## config.mk

```make
export PLATFORM = sky130hd
export DESIGN_NAME = hs_skid_slice
export DESIGN_NICKNAME = d
export VERILOG_FILES = /design/src/rtl/hs_pkg.sv /design/src/rtl/hs_skid_slice.sv
export SDC_FILE = /design/constraint.sdc
export NUM_CORES = 1
export LEC_CHECK = 0
export ABC_AREA = 1
export BUFFER_PORTS_ARGS = -buffer_cell sky130_fd_sc_hd__buf_2
export CORE_MARGIN = 2
export CORE_UTILIZATION = 58
export DETAILED_ROUTE_END_ITERATION = 16
export MAX_ROUTING_LAYER = met4
export PLACE_DENSITY = 0.93
export SLEW_MARGIN = 40
export SYNTH_ARGS = -nofsm -noshare
export SYNTH_HDL_FRONTEND = slang
export SYNTH_SLANG_ARGS = --single-unit
```

## constraint.sdc

```tcl
create_clock -name clk -period 3.3 [get_ports clk]
set_input_delay 0.66 -clock clk [delete_from_list [all_inputs] [get_ports clk]]
set_output_delay 0.66 -clock clk [all_outputs]
set_load 0.01 [all_outputs]
```

## src/rtl/hs_pkg.sv

```systemverilog
`timescale 1ns/1ps
`default_nettype none
// ============================================================================
// Module      : hs_pkg
// Description : Types and constants shared by the handshake skid slice.
//               Holds the slice state encoding and the default payload width.
// Revision    : 1.0  initial release
// ============================================================================
package hs_pkg;

  // Default payload width for the slice.
  localparam int HS_DATA_W = 32;

  // Slice occupancy: no word, one word in main, two words (main + skid).
  typedef enum logic [1:0] {
    ST_EMPTY = 2'd0,
    ST_BUSY  = 2'd1,
    ST_FULL  = 2'd2
  } hs_state_e;

endpackage : hs_pkg
`default_nettype wire

```

## src/rtl/hs_skid_slice.sv

```systemverilog
`timescale 1ns/1ps
`default_nettype none
// ============================================================================
// Module      : hs_skid_slice
// Description : Fully registered valid/ready pipeline slice (depth-2 skid
//               buffer). Every output comes straight from a flop, so no
//               combinational path exists between the upstream and the
//               downstream side. Sustains one word per cycle; a single skid
//               register absorbs the word accepted in the cycle a stall
//               starts. A wrapping counter tallies downstream transfers.
// Revision    : 1.0  initial release
//
// Ports
//   clk        in   1       rising-edge clock
//   rst_n      in   1       asynchronous active-low reset
//   s_data     in   DATA_W  payload from upstream master
//   s_valid    in   1       upstream word valid
//   s_ready    out  1       slice can accept (registered)
//   m_data     out  DATA_W  payload to downstream slave (registered)
//   m_valid    out  1       downstream word valid (registered)
//   m_ready    in   1       downstream accepts
//   xfer_count out  CNT_W   completed downstream transfers, mod 2^CNT_W
// ============================================================================
module hs_skid_slice
  import hs_pkg::*;
#(
  parameter int DATA_W = HS_DATA_W,
  parameter int CNT_W  = 16
) (
  input  logic              clk,
  input  logic              rst_n,
  input  logic [DATA_W-1:0] s_data,
  input  logic              s_valid,
  output logic              s_ready,
  output logic [DATA_W-1:0] m_data,
  output logic              m_valid,
  input  logic              m_ready,
  output logic [CNT_W-1:0]  xfer_count
);

  hs_state_e          state_q, state_d;
  logic [DATA_W-1:0]  main_q,  main_d;
  logic [DATA_W-1:0]  skid_q,  skid_d;
  logic               s_ready_q, s_ready_d;
  logic               m_valid_q, m_valid_d;
  logic [CNT_W-1:0]   cnt_q,   cnt_d;

  logic               up_xfer;
  logic               dn_xfer;

  // Handshakes are evaluated against the registered ready/valid, so a word
  // offered while s_ready is still low after reset is never taken.
  assign up_xfer = s_valid & s_ready_q;
  assign dn_xfer = m_valid_q & m_ready;

  always_comb begin
    state_d = state_q;
    main_d  = main_q;
    skid_d  = skid_q;
    cnt_d   = cnt_q;

    case (state_q)
      ST_EMPTY: begin
        if (up_xfer) begin
          main_d  = s_data;
          state_d = ST_BUSY;
        end
      end
      ST_BUSY: begin
        if (up_xfer && dn_xfer) begin
          // Outgoing word leaves as the new one lands in main.
          main_d = s_data;
        end else if (up_xfer) begin
          // Stall began this cycle: park the extra word in skid.
          skid_d  = s_data;
          state_d = ST_FULL;
        end else if (dn_xfer) begin
          state_d = ST_EMPTY;
        end
      end
      ST_FULL: begin
        // s_ready is low here, so s_valid cannot cause a transfer.
        if (dn_xfer) begin
          main_d  = skid_q;
          state_d = ST_BUSY;
        end
      end
      default: begin
        state_d = ST_EMPTY;
      end
    endcase

    if (dn_xfer) begin
      cnt_d = cnt_q + CNT_W'(1);
    end

    // Handshake outputs are registered copies of the next occupancy.
    s_ready_d = (state_d != ST_FULL);
    m_valid_d = (state_d != ST_EMPTY);
  end

  always_ff @(posedge clk or negedge rst_n) begin
    if (!rst_n) begin
      state_q   <= ST_EMPTY;
      main_q    <= '0;
      skid_q    <= '0;
      s_ready_q <= 1'b0;
      m_valid_q <= 1'b0;
      cnt_q     <= '0;
    end else begin
      state_q   <= state_d;
      main_q    <= main_d;
      skid_q    <= skid_d;
      s_ready_q <= s_ready_d;
      m_valid_q <= m_valid_d;
      cnt_q     <= cnt_d;
    end
  end

  assign s_ready    = s_ready_q;
  assign m_valid    = m_valid_q;
  assign m_data     = main_q;
  assign xfer_count = cnt_q;

endmodule : hs_skid_slice
`default_nettype wire

```

# After elaboration in Yosys (flattened, before gate mapping)
# Cells that the tools add are included.
[totals] out_inout_bits=50 regBits=84 rom_bits=0 n_memories=0 latch_bits=0 ram_bits=0 word_cells=32 inputBits=36
[op_classes] order_cmp=0 mux=10 addsub=1 shift=0 n_reduce_logical=6 eq_ne=6 multipliers=0 div=0 bitwise=3
[ops] op="32-bit two-way mux" count=3
[ops] op="32-bit one-hot mux with 3 select lines" count=1
[ops] op="16-bit by 1-bit adder with 16-bit output, second input constant" count=1
[ops] op="2-bit two-way mux" count=5
[ops] op="2-bit != test, second input constant" count=4
[ops] op="2-bit one-hot mux with 3 select lines" count=1
[ops] op="4-bit AND reduction" count=1
[ops] op="3-bit AND reduction" count=1
[ops] op="3-bit nonzero test" count=1
[ops] op="1-bit bitwise AND" count=2
[ops] op="2-bit by 1-bit equality test with 1-bit output, second input constant" count=1
[ops] op="2-bit equality test, second input constant" count=1
[ops] op="2-bit logical NOT" count=1
[ops] op="2-bit nonzero test" count=1
[ops] op="1-bit logical AND" count=1
[ops] op="1-bit NOT" count=1

# Logic depth before layout (Yosys ltp)
[logic_depth] ltp_word=6 mapped_depth=8 mapped_depth_nobuf=7

# Least setup slack after synthesis
# OpenSTA, ideal clock, no wires.
[synth_timing] kind="input port to flip-flop" startpoint="in s_valid" endpoint="reg skid_q[26]" slack_ns=1.811 setup_ns=0.120 n_path_buf=2 t_required_ns=3.180 arrival_time_ns=1.369 path_stages=7 path_cell_list="nand2_1 -> nor3_1 -> nand2_1 -> buf_4 -> buf_2 -> nor2_1 -> a21oi_1"
[synth_between] elab_chain_len=4
[synth_lines] item="start, declared" line_no="hs_skid_slice.sv:33" rtl="input logic s_valid,"
[synth_lines] item="1-bit bitwise AND (*)" line_no="hs_skid_slice.sv:53" rtl="assign up_xfer = s_valid & s_ready_q;"
[synth_lines] item="1-bit logical AND" line_no="hs_skid_slice.sv:70" rtl="if (up_xfer && dn_xfer) begin"
[synth_lines] item="1-bit NOT (no source line)"
[synth_lines] item="3-bit AND reduction (no source line) (*)"
[synth_lines] item="end signal, assigned" line_no="hs_skid_slice.sv:113" rtl="skid_q <= skid_d;"
[synth_lines] item="end, declared" line_no="hs_skid_slice.sv:43" rtl="logic [DATA_W-1:0] skid_q, skid_d;"
# Mark *: on every way between the ends. The rest lies on a longest branch, timed or not.
# A chain may end at the register's enable or synchronous reset.

# Final worst setup path
[layout_timing] startpoint="reg state_q[1]" endpoint="reg skid_q[5]"
[layout_between] elab_chain_len=2
[layout_lines] item="start, declared" line_no="hs_skid_slice.sv:41" rtl="hs_state_e state_q, state_d;"
[layout_lines] item="start signal, assigned" line_no="hs_skid_slice.sv:111" rtl="state_q <= state_d;"
[layout_lines] item="2-bit by 1-bit equality test with 1-bit output" line_no="hs_skid_slice.sv:62" rtl="case (state_q)"
[layout_lines] item="3-bit AND reduction (no source line)"
# No other way between the ends.

==> impl_results.md <==
- Commonest non-fill, non-tap cell in the layout: nand2_1
- Vias in the first global route: 2995
- R2R Path End: skid_q[5]$_DFFE_PN0P_
- Leakage: 2.37 nW
- Slew Viols, Final: 0
- Worst-Margin Slew: 0.750 ns
- Yosys warnings: 0
- Drt wl/cell: 13.7 um
- Core Rows: 29
- R2R cell count: 4
- Clock share of power: 17.0%
- CTS Buffer Depth: 2
- Register area share after synthesis: 53.8%
- Flop2flop setup slack: 1.61 ns
- DP HPWL: 5470 um
- RSZ-0062 raised after global routing: no
- Post-cts sizing count: 0
- Gr usage total: 23.8%
- Port Buf Inserts: 85
- Fin crit period: 1.69 ns
- Synthesized area per cell: 9.12 um2
- CTS tree: done
- Status: finished, final reports clean
- GRT overflow: 0
- Top-area cell type share of the netlist area: 53.8%
- Switch share: 41.9%
- Finished Cell Area: 4470 um2
- Max stage delay on crit path: 0.45 ns
- Clock transition at path regs: 0.09 ns
- CTS buffer count: 9
- Fmax achieved: 591 MHz
- Top cells by area, synth: dfrtp_1 54%, nand2_1 13%, o211ai_2 9.6%, inv_1 4.7%, a21oi_1 3.7%
- Synth Register Bits: 84
- Area leader, netlist: dfrtp_1
- Commonest cells after routing, fill and taps aside: 136 x nand2_1, 84 x buf_2, 84 x dfrtp_1, 49 x inv_1, 36 x nor2_1
- Syn Nets: 465
- Worst vdd ir: 0.508 mV
- Die ar.: 7400 um2
- Post-DP Area: 4280 um2
- Detailed Routing Iterations Pass 1: 5
- Ports: 86
- Final core occ: 69.5%
- Combinational share of power: 40.6%
- Setup Crit Path Kind: flip-flop to flip-flop
- Cell Int Power: 2.32 mW
- RR Startpoint: state_q[1]$_DFF_PN0_
- Clock skew: 0.0107 ns
- CTS Sinks: 84
- Hold_buf cts: 0
- Initial drt markers: 213
- Critical Path Sink Type: flip-flop
- Worst Hold Class: input pin to asynchronous set/reset pin
- Core area: 6420 um2
- Number of synthesized flops with an enable pin: 0
- Pwr Total: 3.99 mW
- Worst Path Arrival: 1.90 ns
- DIE HEIGHT: 86.0 um
- DRC viols: 0
- Crit path max fanout: 65
- CTS HTree Levels: 3
- Post-Syn Instances: 428
- Crit share post-route: 51.3%
- Final setup vio count: 0
- CP Launch Type: flip-flop
- Top FF cell, synth: dfrtp_1
- Antenna violations before repair: 0
- Max_cap viols: 0
- Vias: 3099
- Buffer count from post-CTS setup fixing: 0
- Worst-skew pair later-pin latency: 0.35 ns
- Via/cell ratio: 5.27
- Area delta synth->final: 14.4%
- Post-route ant nets: 0
- First-pass GRT wire length: 13500 um
- Starting Density: 60.8%
- Drt total wl: 8080 um
- Worst endpoint required time: 3.51 ns
- Distinct cells, synth: 25
- Psw: 1.67 mW
- Total Nets Final: 543
- Final hold vios: 0
- Post-synthesis cell area: 3900 um2
- Critical-path top delay cell: dfrtp_1
- Die W: 86.0 um
- Routability congestion estimate: 0.896
- Final setup TNS: 0 ns
- Clk root buf: clkbuf_8
- Layout cells sized above 1: 27.8%
- Headroom to the max-slew limit: 50.0%
- N_diodes: 0
- Sequential Power Share: 42.4%
- Maximum number of pins on one net before global-route repair: 85
- Post-synth ARST share: 100%
- Power density cells: 894 nW/um2
- Cell Chain, Critical Path: nor3_1 > nand2_4 > nor2_1 > a21oi_1
[worst max path at each step]
| stage | endpoint | startpoint | depth (start not counted) | slack (ns) |
|---|---|---|---|---|
| after CTS | skid_q[5]$_DFFE_PN0P_ | state_q[1]$_DFF_PN0_ | 4 | 1.62 |
| after global placement | m_valid$_DFF_PN0_ | s_valid | 7 | 1.16 |
| final | skid_q[5]$_DFFE_PN0P_ | state_q[1]$_DFF_PN0_ | 4 | 1.61 |
| after global routing | skid_q[21]$_DFFE_PN0P_ | state_q[1]$_DFF_PN0_ | 4 | 1.46 |
| after detailed placement | skid_q[11]$_DFFE_PN0P_ | s_valid | 6 | 1.34 |
| after floorplan | skid_q[26]$_DFFE_PN0P_ | s_valid | 7 | 1.81 |
[registers in the layout, indices dropped and copies added, names as in the netlist]
| name | count |
|---|---|
| skid_q | 32 |
| s_ready | 1 |
| xfer_count | 16 |
| m_valid | 1 |
| state_q | 2 |
| m_data | 32 |
[layer usage]
metal | global-route usage (%) | routed length, um | up-vias
li1 | - | - | 1507
met1 | 30.8 | 3530 | 1497
met2 | 37.6 | 4040 | 89
met3 | 4.04 | 449 | 6
met4 | 9.38 | 61 | 0
met5 | - | 0 | -
[stage by stage]
| stage | setup WS [ns] | hold WS, ns | instances |
|---|---|---|---|
| floorplan | 1.81 | 0.364 | 428 |
| global placement | 1.16 | 0.462 | 572 |
| detailed placement | 1.34 | 0.460 | 572 |
| CTS | 1.62 | 0.372 | 588 |
| global route | 1.46 | 0.400 | 588 |
| finish | 1.61 | 0.337 | 588 |
[Yosys cell counts (5+ instances only)]
master	instances
nand4_1	5
a21oi_1	29
nand3_1	8
nand2_1	137
dfrtp_1	84
inv_1	49
buf_2	7
nor2_1	36
o211ai_2	30
nor3_1	5
xor2_1	5
[logic make-up after synthesis]
group           count (synthesis)  synth area share (%)
flops                          84                  53.8
compound gates                 66                  14.4
buf+inv                        73                  9.52
fa+ha+maj                       1                 0.320
simple gates                  195                  19.9
xor+xnor                        9                  2.02
[worst max-delay path: cells and delay by family (launching register included)]
| kind | cells | cell delay (ns) |
|---|---|---|
| AO/OA/AOI/OAI | 1 | 0.08 |
| flip-flops | 1 | 0.45 |
| AND/OR/NAND/NOR | 3 | 1.00 |
[power groups by stage]
| stage | sequential [mW] | clock [mW] | combinational [mW] |
|---|---|---|---|
| 2_1_floorplan | 1.78 | 0 | 1.15 |
| 3_3_place_gp | 1.68 | 0 | 1.54 |
| 3_5_place_dp | 1.71 | 0 | 1.63 |
| 4_1_cts | 1.69 | 0.688 | 1.64 |
| 5_1_grt | 1.74 | 0.730 | 1.82 |
| 6_report | 1.69 | 0.678 | 1.62 |
[layout make-up]
type | count | area, um2
sequential | 84 | 2100
clock buffer | 9 | 124
timing repair buffer | 86 | 439
fill | 486 | 1960
multi-input combinational | 271 | 1440
clock inverter | 7 | 58.8
inverter | 54 | 208
tap | 77 | 96.3
(Power assumes the default switching activity.)
